## config.mk

```make
export PLATFORM = sky130hd
export DESIGN_NAME = concat_scale_ctrl_flat
export DESIGN_NICKNAME = d
export VERILOG_FILES = /design/src/rtl/concat_scale_ctrl_pkg.sv /design/src/rtl/concat_scale_ctrl_if.sv /design/src/rtl/concat_scale_credit.sv /design/src/rtl/concat_scale_ctrl.sv /design/src/flat_wrapper.sv
export SDC_FILE = /design/constraint.sdc
export NUM_CORES = 2
export LEC_CHECK = 0
export CAP_MARGIN = 20
export CORE_AREA = 2 2 662 664
export DETAILED_ROUTE_END_ITERATION = 6
export DIE_AREA = 0 0 664 666
export PLACE_DENSITY_LB_ADDON = 0.3
export RECOVER_POWER = 25
export SKIP_CTS_REPAIR_TIMING = 1
export SLEW_MARGIN = 30
export SYNTH_ARGS = -nofsm -noshare
export SYNTH_HDL_FRONTEND = slang
export SYNTH_SLANG_ARGS = --single-unit
export TNS_END_PERCENT = 20
```

## constraint.sdc

```tcl
create_clock -name clk -period 4.4 [get_ports clk]
set_input_delay 0.88 -clock clk [delete_from_list [all_inputs] [get_ports clk]]
set_output_delay 0.88 -clock clk [all_outputs]
set_load 0.005 [all_outputs]
```

## src/rtl/concat_scale_ctrl_pkg.sv

```systemverilog
// Shared constants, FSM encoding and helpers for the concat re-quantisation sequencer.
// Datapath word width is derived from the picture/channel fan-in of the multiplier array.
package concat_scale_ctrl_pkg;

  localparam int PICTURE_NUM       = 4;
  localparam int RE_CHANNEL_IN_NUM = 4;
  localparam int DATA_W            = PICTURE_NUM * RE_CHANNEL_IN_NUM * 32;
  localparam int SCALE_W           = 32;
  localparam int DP_LAT            = 4;
  localparam int CREDITS           = 8;
  localparam int CNT_W             = 16;
  localparam int CRED_W            = $clog2(CREDITS + 1);

  localparam logic [CNT_W-1:0] CNT_ONE = CNT_W'(1);

  typedef enum logic [2:0] {
    ST_IDLE  = 3'd0,
    ST_RUN_A = 3'd1,
    ST_RUN_B = 3'd2,
    ST_DRAIN = 3'd3,
    ST_DONE  = 3'd4
  } state_t;

  // A pixel starts on branch A unless A contributes no words.
  function automatic state_t first_branch(input logic [CNT_W-1:0] grp_a);
    return (grp_a == '0) ? ST_RUN_B : ST_RUN_A;
  endfunction

endpackage

```

## src/rtl/concat_scale_ctrl_if.sv

```systemverilog
// Producer, datapath and credit-return signals of the concat scale sequencer.
// Handshake: a word moves on a cycle where valid and ready are both high; valid never waits on ready.
interface concat_scale_ctrl_if;
  import concat_scale_ctrl_pkg::*;

  logic              a_valid;
  logic              a_ready;
  logic [DATA_W-1:0] a_data;
  logic              b_valid;
  logic              b_ready;
  logic [DATA_W-1:0] b_data;
  logic [DATA_W-1:0] dp_data;
  logic [SCALE_W-1:0] dp_scale;
  logic              out_valid;
  logic              credit_ret;

  modport master (
    output a_valid, a_data, b_valid, b_data, credit_ret,
    input  a_ready, b_ready, dp_data, dp_scale, out_valid
  );

  modport slave (
    input  a_valid, a_data, b_valid, b_data, credit_ret,
    output a_ready, b_ready, dp_data, dp_scale, out_valid
  );

endinterface

```

## src/rtl/concat_scale_credit.sv

```systemverilog
// Downstream FIFO credit counter: decrements on issue, increments on return, saturates at full.
// A return while already full is a protocol error and latches a sticky flag.
module concat_scale_credit
  import concat_scale_ctrl_pkg::*;
(
  input  logic              clk,
  input  logic              rst,
  input  logic              i_take,
  input  logic              i_ret,
  output logic [CRED_W-1:0] o_credits,
  output logic              o_avail,
  output logic              o_err
);

  logic [CRED_W-1:0] r_cnt;
  logic              r_err;
  logic              w_full;

  assign w_full = (r_cnt == CRED_W'(CREDITS));

  always_ff @(posedge clk) begin
    if (rst) begin
      r_cnt <= CRED_W'(CREDITS);
      r_err <= 1'b0;
    end else begin
      case ({i_take, i_ret})
        2'b10: r_cnt <= r_cnt - CRED_W'(1);
        2'b01: begin
          if (w_full) r_err <= 1'b1;
          else        r_cnt <= r_cnt + CRED_W'(1);
        end
        default: r_cnt <= r_cnt;
      endcase
    end
  end

  assign o_credits = r_cnt;
  assign o_avail   = (r_cnt != '0);
  assign o_err     = r_err;

endmodule

```

## src/rtl/concat_scale_ctrl.sv

```systemverilog
// Sequencer for the concat re-quantisation datapath: walks A then B words per pixel,
// pairs each with its branch scale, and tracks valid through the fixed-latency pipe.
module concat_scale_ctrl
  import concat_scale_ctrl_pkg::*;
(
  input  logic                clk,
  input  logic                rst,
  input  logic                i_start,
  input  logic [CNT_W-1:0]    i_cfg_pixels,
  input  logic [CNT_W-1:0]    i_cfg_grp_a,
  input  logic [CNT_W-1:0]    i_cfg_grp_b,
  input  logic [SCALE_W-1:0]  i_cfg_scale_a,
  input  logic [SCALE_W-1:0]  i_cfg_scale_b,
  concat_scale_ctrl_if.slave  io_bus,
  output logic                o_busy,
  output logic                o_done,
  output logic                o_err_credit,
  output state_t              o_dbg_state,
  output logic [CRED_W-1:0]   o_dbg_credits
);

  state_t              r_state, w_state_nxt;
  logic [CNT_W-1:0]    r_cfg_pixels, r_cfg_grp_a, r_cfg_grp_b;
  logic [SCALE_W-1:0]  r_cfg_scale_a, r_cfg_scale_b;
  logic [CNT_W-1:0]    r_grp_cnt, r_pix_cnt;
  logic [DP_LAT:0]     r_vld_sr;
  logic [DATA_W-1:0]   r_dp_data;
  logic [SCALE_W-1:0]  r_dp_scale;

  logic                w_credit_avail;
  logic [CRED_W-1:0]   w_credits;
  logic                w_a_ready, w_b_ready;
  logic                w_issue_a, w_issue_b, w_issue;
  logic                w_grp_last_a, w_grp_last_b, w_grp_wrap;
  logic                w_pix_last, w_pix_end;
  logic                w_empty_cfg;

  assign w_a_ready    = (r_state == ST_RUN_A) && w_credit_avail;
  assign w_b_ready    = (r_state == ST_RUN_B) && w_credit_avail;
  assign w_issue_a    = w_a_ready && io_bus.a_valid;
  assign w_issue_b    = w_b_ready && io_bus.b_valid;
  assign w_issue      = w_issue_a || w_issue_b;
  assign w_grp_last_a = (r_grp_cnt == r_cfg_grp_a - CNT_ONE);
  assign w_grp_last_b = (r_grp_cnt == r_cfg_grp_b - CNT_ONE);
  assign w_grp_wrap   = w_issue_a ? w_grp_last_a : w_grp_last_b;
  assign w_pix_last   = (r_pix_cnt == r_cfg_pixels - CNT_ONE);
  assign w_pix_end    = (w_issue_a && w_grp_last_a && (r_cfg_grp_b == '0)) ||
                        (w_issue_b && w_grp_last_b);
  assign w_empty_cfg  = (i_cfg_pixels == '0) ||
                        ((i_cfg_grp_a == '0) && (i_cfg_grp_b == '0));

  concat_scale_credit u_credit (
    .clk       (clk),
    .rst       (rst),
    .i_take    (w_issue),
    .i_ret     (io_bus.credit_ret),
    .o_credits (w_credits),
    .o_avail   (w_credit_avail),
    .o_err     (o_err_credit)
  );

  always_ff @(posedge clk) begin
    if (rst) r_state <= ST_IDLE;
    else     r_state <= w_state_nxt;
  end

  always_comb begin
    w_state_nxt = r_state;
    o_busy      = 1'b0;
    o_done      = 1'b0;
    case (r_state)
      ST_IDLE: begin
        if (i_start) w_state_nxt = w_empty_cfg ? ST_DRAIN : first_branch(i_cfg_grp_a);
      end
      ST_RUN_A: begin
        o_busy = 1'b1;
        if (w_issue_a && w_grp_last_a) begin
          if (r_cfg_grp_b != '0) w_state_nxt = ST_RUN_B;
          else if (w_pix_last)   w_state_nxt = ST_DRAIN;
          else                   w_state_nxt = first_branch(r_cfg_grp_a);
        end
      end
      ST_RUN_B: begin
        o_busy = 1'b1;
        if (w_issue_b && w_grp_last_b)
          w_state_nxt = w_pix_last ? ST_DRAIN : first_branch(r_cfg_grp_a);
      end
      ST_DRAIN: begin
        o_busy = 1'b1;
        // Leave only once the last word has left the datapath, out_valid stage included.
        if (r_vld_sr == '0) w_state_nxt = ST_DONE;
      end
      ST_DONE: begin
        o_done      = 1'b1;
        w_state_nxt = ST_IDLE;
      end
      default: w_state_nxt = ST_IDLE;
    endcase
  end

  always_ff @(posedge clk) begin
    if (rst) begin
      r_cfg_pixels  <= '0;
      r_cfg_grp_a   <= '0;
      r_cfg_grp_b   <= '0;
      r_cfg_scale_a <= '0;
      r_cfg_scale_b <= '0;
      r_grp_cnt     <= '0;
      r_pix_cnt     <= '0;
    end else begin
      if ((r_state == ST_IDLE) && i_start) begin
        r_cfg_pixels  <= i_cfg_pixels;
        r_cfg_grp_a   <= i_cfg_grp_a;
        r_cfg_grp_b   <= i_cfg_grp_b;
        r_cfg_scale_a <= i_cfg_scale_a;
        r_cfg_scale_b <= i_cfg_scale_b;
        r_grp_cnt     <= '0;
        r_pix_cnt     <= '0;
      end
      if (w_issue)   r_grp_cnt <= w_grp_wrap ? '0 : r_grp_cnt + CNT_ONE;
      if (w_pix_end) r_pix_cnt <= r_pix_cnt + CNT_ONE;
    end
  end

  // The datapath has no stall, so its valid is a pure delay of the issue strobe.
  always_ff @(posedge clk) begin
    if (rst) begin
      r_vld_sr   <= '0;
      r_dp_data  <= '0;
      r_dp_scale <= '0;
    end else begin
      r_vld_sr <= {r_vld_sr[DP_LAT-1:0], w_issue};
      if (w_issue) begin
        r_dp_data  <= w_issue_a ? io_bus.a_data : io_bus.b_data;
        r_dp_scale <= w_issue_a ? r_cfg_scale_a : r_cfg_scale_b;
      end
    end
  end

  assign io_bus.a_ready   = w_a_ready;
  assign io_bus.b_ready   = w_b_ready;
  assign io_bus.dp_data   = r_dp_data;
  assign io_bus.dp_scale  = r_dp_scale;
  assign io_bus.out_valid = r_vld_sr[DP_LAT];
  assign o_dbg_state      = r_state;
  assign o_dbg_credits    = w_credits;

endmodule

```

## src/flat_wrapper.sv

```systemverilog
// flat-port wrapper written by rule: the top's interface ports become plain ports
module concat_scale_ctrl_flat import concat_scale_ctrl_pkg::*;
  (clk, rst, i_start, i_cfg_pixels, i_cfg_grp_a, i_cfg_grp_b, i_cfg_scale_a, i_cfg_scale_b, o_busy, o_done, o_err_credit, o_dbg_state, o_dbg_credits, io_bus_a_valid, io_bus_a_data, io_bus_b_valid, io_bus_b_data, io_bus_credit_ret, io_bus_a_ready, io_bus_b_ready, io_bus_dp_data, io_bus_dp_scale, io_bus_out_valid);
  concat_scale_ctrl_if io_bus_i ();
  input  logic clk;
  input  logic rst;
  input  logic i_start;
  input  logic [CNT_W-1:0] i_cfg_pixels;
  input  logic [CNT_W-1:0] i_cfg_grp_a;
  input  logic [CNT_W-1:0] i_cfg_grp_b;
  input  logic [SCALE_W-1:0] i_cfg_scale_a;
  input  logic [SCALE_W-1:0] i_cfg_scale_b;
  output logic o_busy;
  output logic o_done;
  output logic o_err_credit;
  output state_t o_dbg_state;
  output logic [CRED_W-1:0] o_dbg_credits;
  input wire logic [$bits(io_bus_i.a_valid)-1:0] io_bus_a_valid;
  input wire logic [$bits(io_bus_i.a_data)-1:0] io_bus_a_data;
  input wire logic [$bits(io_bus_i.b_valid)-1:0] io_bus_b_valid;
  input wire logic [$bits(io_bus_i.b_data)-1:0] io_bus_b_data;
  input wire logic [$bits(io_bus_i.credit_ret)-1:0] io_bus_credit_ret;
  output wire logic [$bits(io_bus_i.a_ready)-1:0] io_bus_a_ready;
  output wire logic [$bits(io_bus_i.b_ready)-1:0] io_bus_b_ready;
  output wire logic [$bits(io_bus_i.dp_data)-1:0] io_bus_dp_data;
  output wire logic [$bits(io_bus_i.dp_scale)-1:0] io_bus_dp_scale;
  output wire logic [$bits(io_bus_i.out_valid)-1:0] io_bus_out_valid;
  assign io_bus_i.a_valid = io_bus_a_valid;
  assign io_bus_i.a_data = io_bus_a_data;
  assign io_bus_i.b_valid = io_bus_b_valid;
  assign io_bus_i.b_data = io_bus_b_data;
  assign io_bus_i.credit_ret = io_bus_credit_ret;
  assign io_bus_a_ready = io_bus_i.a_ready;
  assign io_bus_b_ready = io_bus_i.b_ready;
  assign io_bus_dp_data = io_bus_i.dp_data;
  assign io_bus_dp_scale = io_bus_i.dp_scale;
  assign io_bus_out_valid = io_bus_i.out_valid;
  concat_scale_ctrl u_core (.clk(clk), .rst(rst), .i_start(i_start), .i_cfg_pixels(i_cfg_pixels), .i_cfg_grp_a(i_cfg_grp_a), .i_cfg_grp_b(i_cfg_grp_b), .i_cfg_scale_a(i_cfg_scale_a), .i_cfg_scale_b(i_cfg_scale_b), .io_bus(io_bus_i), .o_busy(o_busy), .o_done(o_done), .o_err_credit(o_err_credit), .o_dbg_state(o_dbg_state), .o_dbg_credits(o_dbg_credits));
endmodule
```

==> metrics.cfg <==
[logic_synthesis]
synth_compound_area_share_pct=20.3
async_flop_share_pct=0
synthAdderAreaFrac_pct=0.389
synth_cell_types=68
synthSimpleGateAreaFrac_pct=27.1
ys.flop_type=dfxtp_1
synth_edf_count=0
synth_top_family_by_area=simple AND/OR/NAND/NOR gates
synth.ff_latch_count=701
synth_xor_area_share_pct=1.81
syn_area_per_cell_sq_um=7.58
yosys_warnings=0
synth_area_sq_um=30900
ys_seq_area_share_pct=45.4
syn-instance-count=4077
syn_nets=5228
synth.area.mux_share_pct=0.198

[placement]
dp_hpwl_microns=290000
post-place-ws_ns=0.465
place.gp.congestion=0.904
io_buffer_count=1698

[timing]
slew_violations=160
fin_worst_skew_ns=0.0434
finalSetupViolCount=0
fmax_mhz=265
rsz0062_at_grt=false
period_needed_ns=3.77
min_period_over_period_pct=85.7
fin_tns_setup_ns=0
worst_pin_slew_ns=2.99
hold_viol_final=0
max_slew_margin_pct=-99.5
holdWs_ns=0.455
finalWorstSetupSlack_ns=0.631

[cells_and_area]
post-route-util_pct=13.3
syn_to_final_growth_pct=88.2
fin_nets=6762
drive_above_1_share_pct=4.99
nFillCells=50300

[route]
met3_wirelength_microns=33500
via_count=37700
met2_length_microns=169000
wl_microns=337000
drtAntennaViolNets=0
drt-wirelength-per-cell_microns=29.3
drt_iter0_drc=2536
wl_met1_microns=120000
vias_per_cell=3.27
top_layer=met5
firstDrtPassIters=6
drc=0

[setup_path]
critPathKind=reg2out
endpoint=io_bus_b_ready
worstSetupStartpointType=register
cp.required_ns=3.52
arrival_ns=2.89
reg2reg_depth=9
crit-reg2reg-launch=u_core.u_credit.o_credits[0]$_SDFFE_PP0P_
cp-startpoint=u_core.u_credit.o_credits[1]$_SDFFE_PP0P_
reg2reg_to=u_core.io_bus.dp_data[227]$_SDFFE_PP0P_
worstSetupEndpointType=primary output
regToRegSetupSlack_ns=0.73
worstPathMaxFanout=7

[power]
ir_drop_mv=0.331
clockPowerShare_pct=23.5
power_leakage_nw=19.6
p_seq_share_pct=29.1
p_switching_mw=15.4
totalPowerFinal_mw=34.9
internal-power_mw=19.4
combPwrFrac_pct=47.4
swShare_pct=44.2
power_density_nw_per_um2=599

[grt]
grt_overflow=0
grt_pass1_vias=36600
antenna_found_initial=153
grt_pass1_wl_microns=418000
grt.total_usage_pct=14.5
grt_max_degree=141

[flow_run]
cap_violations=2

[floorplanning]
die_area_sq_um=442000
core_sq_um=436000
die-height_microns=666
initial_core_util_pct=7.09
ios=1699
die_w_microns=664
rows=243

[min_path]
hold_path.class=reg2reg

[outcome]
status=finished with violations
violations=max-capacitance violations, max-slew violations

[cts]
clk_latency_ns=0.82
cts_tree=yes
cts.sinks=701
clk_pin_slew_ns=0.06
clockBufferDepth=4
htree_levels=3
cts-buffers-inserted=104
clock-root-buffer=clkbuf_16

-- per-stage QoR --
| step | std cells | cell area [sq um] |
|---|---|---|
| CTS | 11400 | 58100 |
| global placement | 11300 | 55000 |
| floorplan | 4077 | 30900 |
| finish | 11500 | 58200 |
| detailed placement | 11300 | 54900 |
| global route | 11500 | 58100 |
-- layout make-up --
type,count,area (sq um),area share [%]
antenna,61,153,0.262
clock buffer,157,3000,5.16
clock inverter,27,181,0.312
inverter,14,52.6,0.0903
multi-input combinational,2982,15400,26.5
sequential,701,14000,24.1
tap,5757,7200,12.4
timing repair buffer,1808,18100,31.2
-- worst min-delay path by stage --
stage	endpoint	slack [ns]	depth (start not counted)	startpoint
6_report	u_core.r_cfg_scale_b[17]$_SDFFE_PP0P_	0.45	2	u_core.r_cfg_scale_b[17]$_SDFFE_PP0P_
2_1_floorplan	u_core.r_cfg_scale_a[0]$_SDFFE_PP0P_	0.44	2	u_core.r_cfg_scale_a[0]$_SDFFE_PP0P_
5_1_grt	u_core.r_cfg_scale_a[5]$_SDFFE_PP0P_	0.47	2	u_core.r_cfg_scale_a[5]$_SDFFE_PP0P_
3_5_place_dp	u_core.r_cfg_scale_b[8]$_SDFFE_PP0P_	0.45	2	u_core.r_cfg_scale_b[8]$_SDFFE_PP0P_
3_3_place_gp	u_core.r_cfg_scale_a[6]$_SDFFE_PP0P_	0.44	2	u_core.r_cfg_scale_a[6]$_SDFFE_PP0P_
4_1_cts	u_core.r_grp_cnt[0]$_SDFFE_PP0P_	0.42	2	rst
-- cell usage after synthesis (2+ instances only) --
cell	count	area share, %
a211oi_1	8	0.19
a21o_1	18	0.44
a21oi_1	138	2.2
a221o_1	3	0.097
a22o_1	3	0.085
a311o_1	4	0.13
a311oi_1	545	15
a31o_1	6	0.17
a31o_2	2	0.057
a31oi_1	8	0.16
a41oi_1	3	0.085
and2_1	4	0.081
and3_1	12	0.24
buf_1	18	0.22
buf_2	3	0.049
clkbuf_1	358	4.3
dfxtp_1	701	45
ha_1	8	0.32
inv_1	14	0.17
mux2i_1	5	0.16
nand2_1	1366	17
nand2b_1	11	0.22
nand3_1	24	0.39
nand3b_1	2	0.049
nand4_1	12	0.24
nand4b_1	4	0.11
nor2_1	581	7.1
nor2b_1	10	0.20
nor3_1	25	0.40
nor3b_1	2	0.049
nor4_1	26	0.53
nor4_2	2	0.081
o2111ai_1	2	0.057
o211ai_1	3	0.073
o21a_1	3	0.073
o21ai_0	14	0.23
o22ai_1	2	0.040
o31ai_1	4	0.097
o41ai_1	8	0.23
or2_2	9	0.18
or3_1	13	0.26
or4_1	5	0.12
xnor2_1	43	1.2
xor2_1	21	0.60
-- cell families after synthesis --
family | count (synthesis)
buffers and inverters | 394
muxes | 6
and+or+nand+nor | 2117
AOI/OAI and AO/OA | 786
adders and majority gates | 9
DFF | 701
xor gates and xnor gates | 64
-- flip-flops by register name (all words and copies together) (netlist names) --
register and cells:
u_core.io_bus.dp_data 512, u_core.io_bus.dp_scale 32, u_core.r_cfg_scale_a 32, u_core.r_cfg_scale_b 32
u_core.r_cfg_grp_a 16, u_core.r_cfg_grp_b 16, u_core.r_cfg_pixels 16, u_core.r_grp_cnt 16
u_core.r_pix_cnt 16, u_core.r_vld_sr 5, u_core.u_credit.o_credits 4, u_core.o_dbg_state 3
u_core.u_credit.o_err 1
-- critical path, stage by stage (launching register included) --
cell and delay (ns):
dfxtp_1 0.38, nor4_1 0.35, clkbuf_1 0.40, or2_2 0.32, nor2b_1 0.07, clkdlybuf4s50_1 0.55
-- cell usage in the layout (no fill, tap or decap), drive strengths merged, types with 61 or more instances in the layout --
master         instances
clkbuf               177
a21oi                138
nand2               1366
dlygate4sd3          176
clkdlybuf4s50       1504
dfxtp                701
nor2                 582
buf                  108
a311oi               545
diode                 61
-- metal layers --
metal | vias to the layer above | GRT usage, %
met1 | 18200 | 15.2
met2 | 1720 | 26.3
met3 | 427 | 6.06
li1 | 17400 | -
met5 | - | 0
met4 | 30 | 4.75
-- power by group through the flow --
stage	Sequential (mW)	Combinational [mW]	Clock, mW
CTS	10.2	17.3	8.52
global placement	10.3	17.3	0
global route	10.4	18.0	8.72
floorplan	9.63	5.95	0
finish	10.1	16.5	8.21
detailed placement	10.3	17.2	0
(Power assumes the default switching activity.)
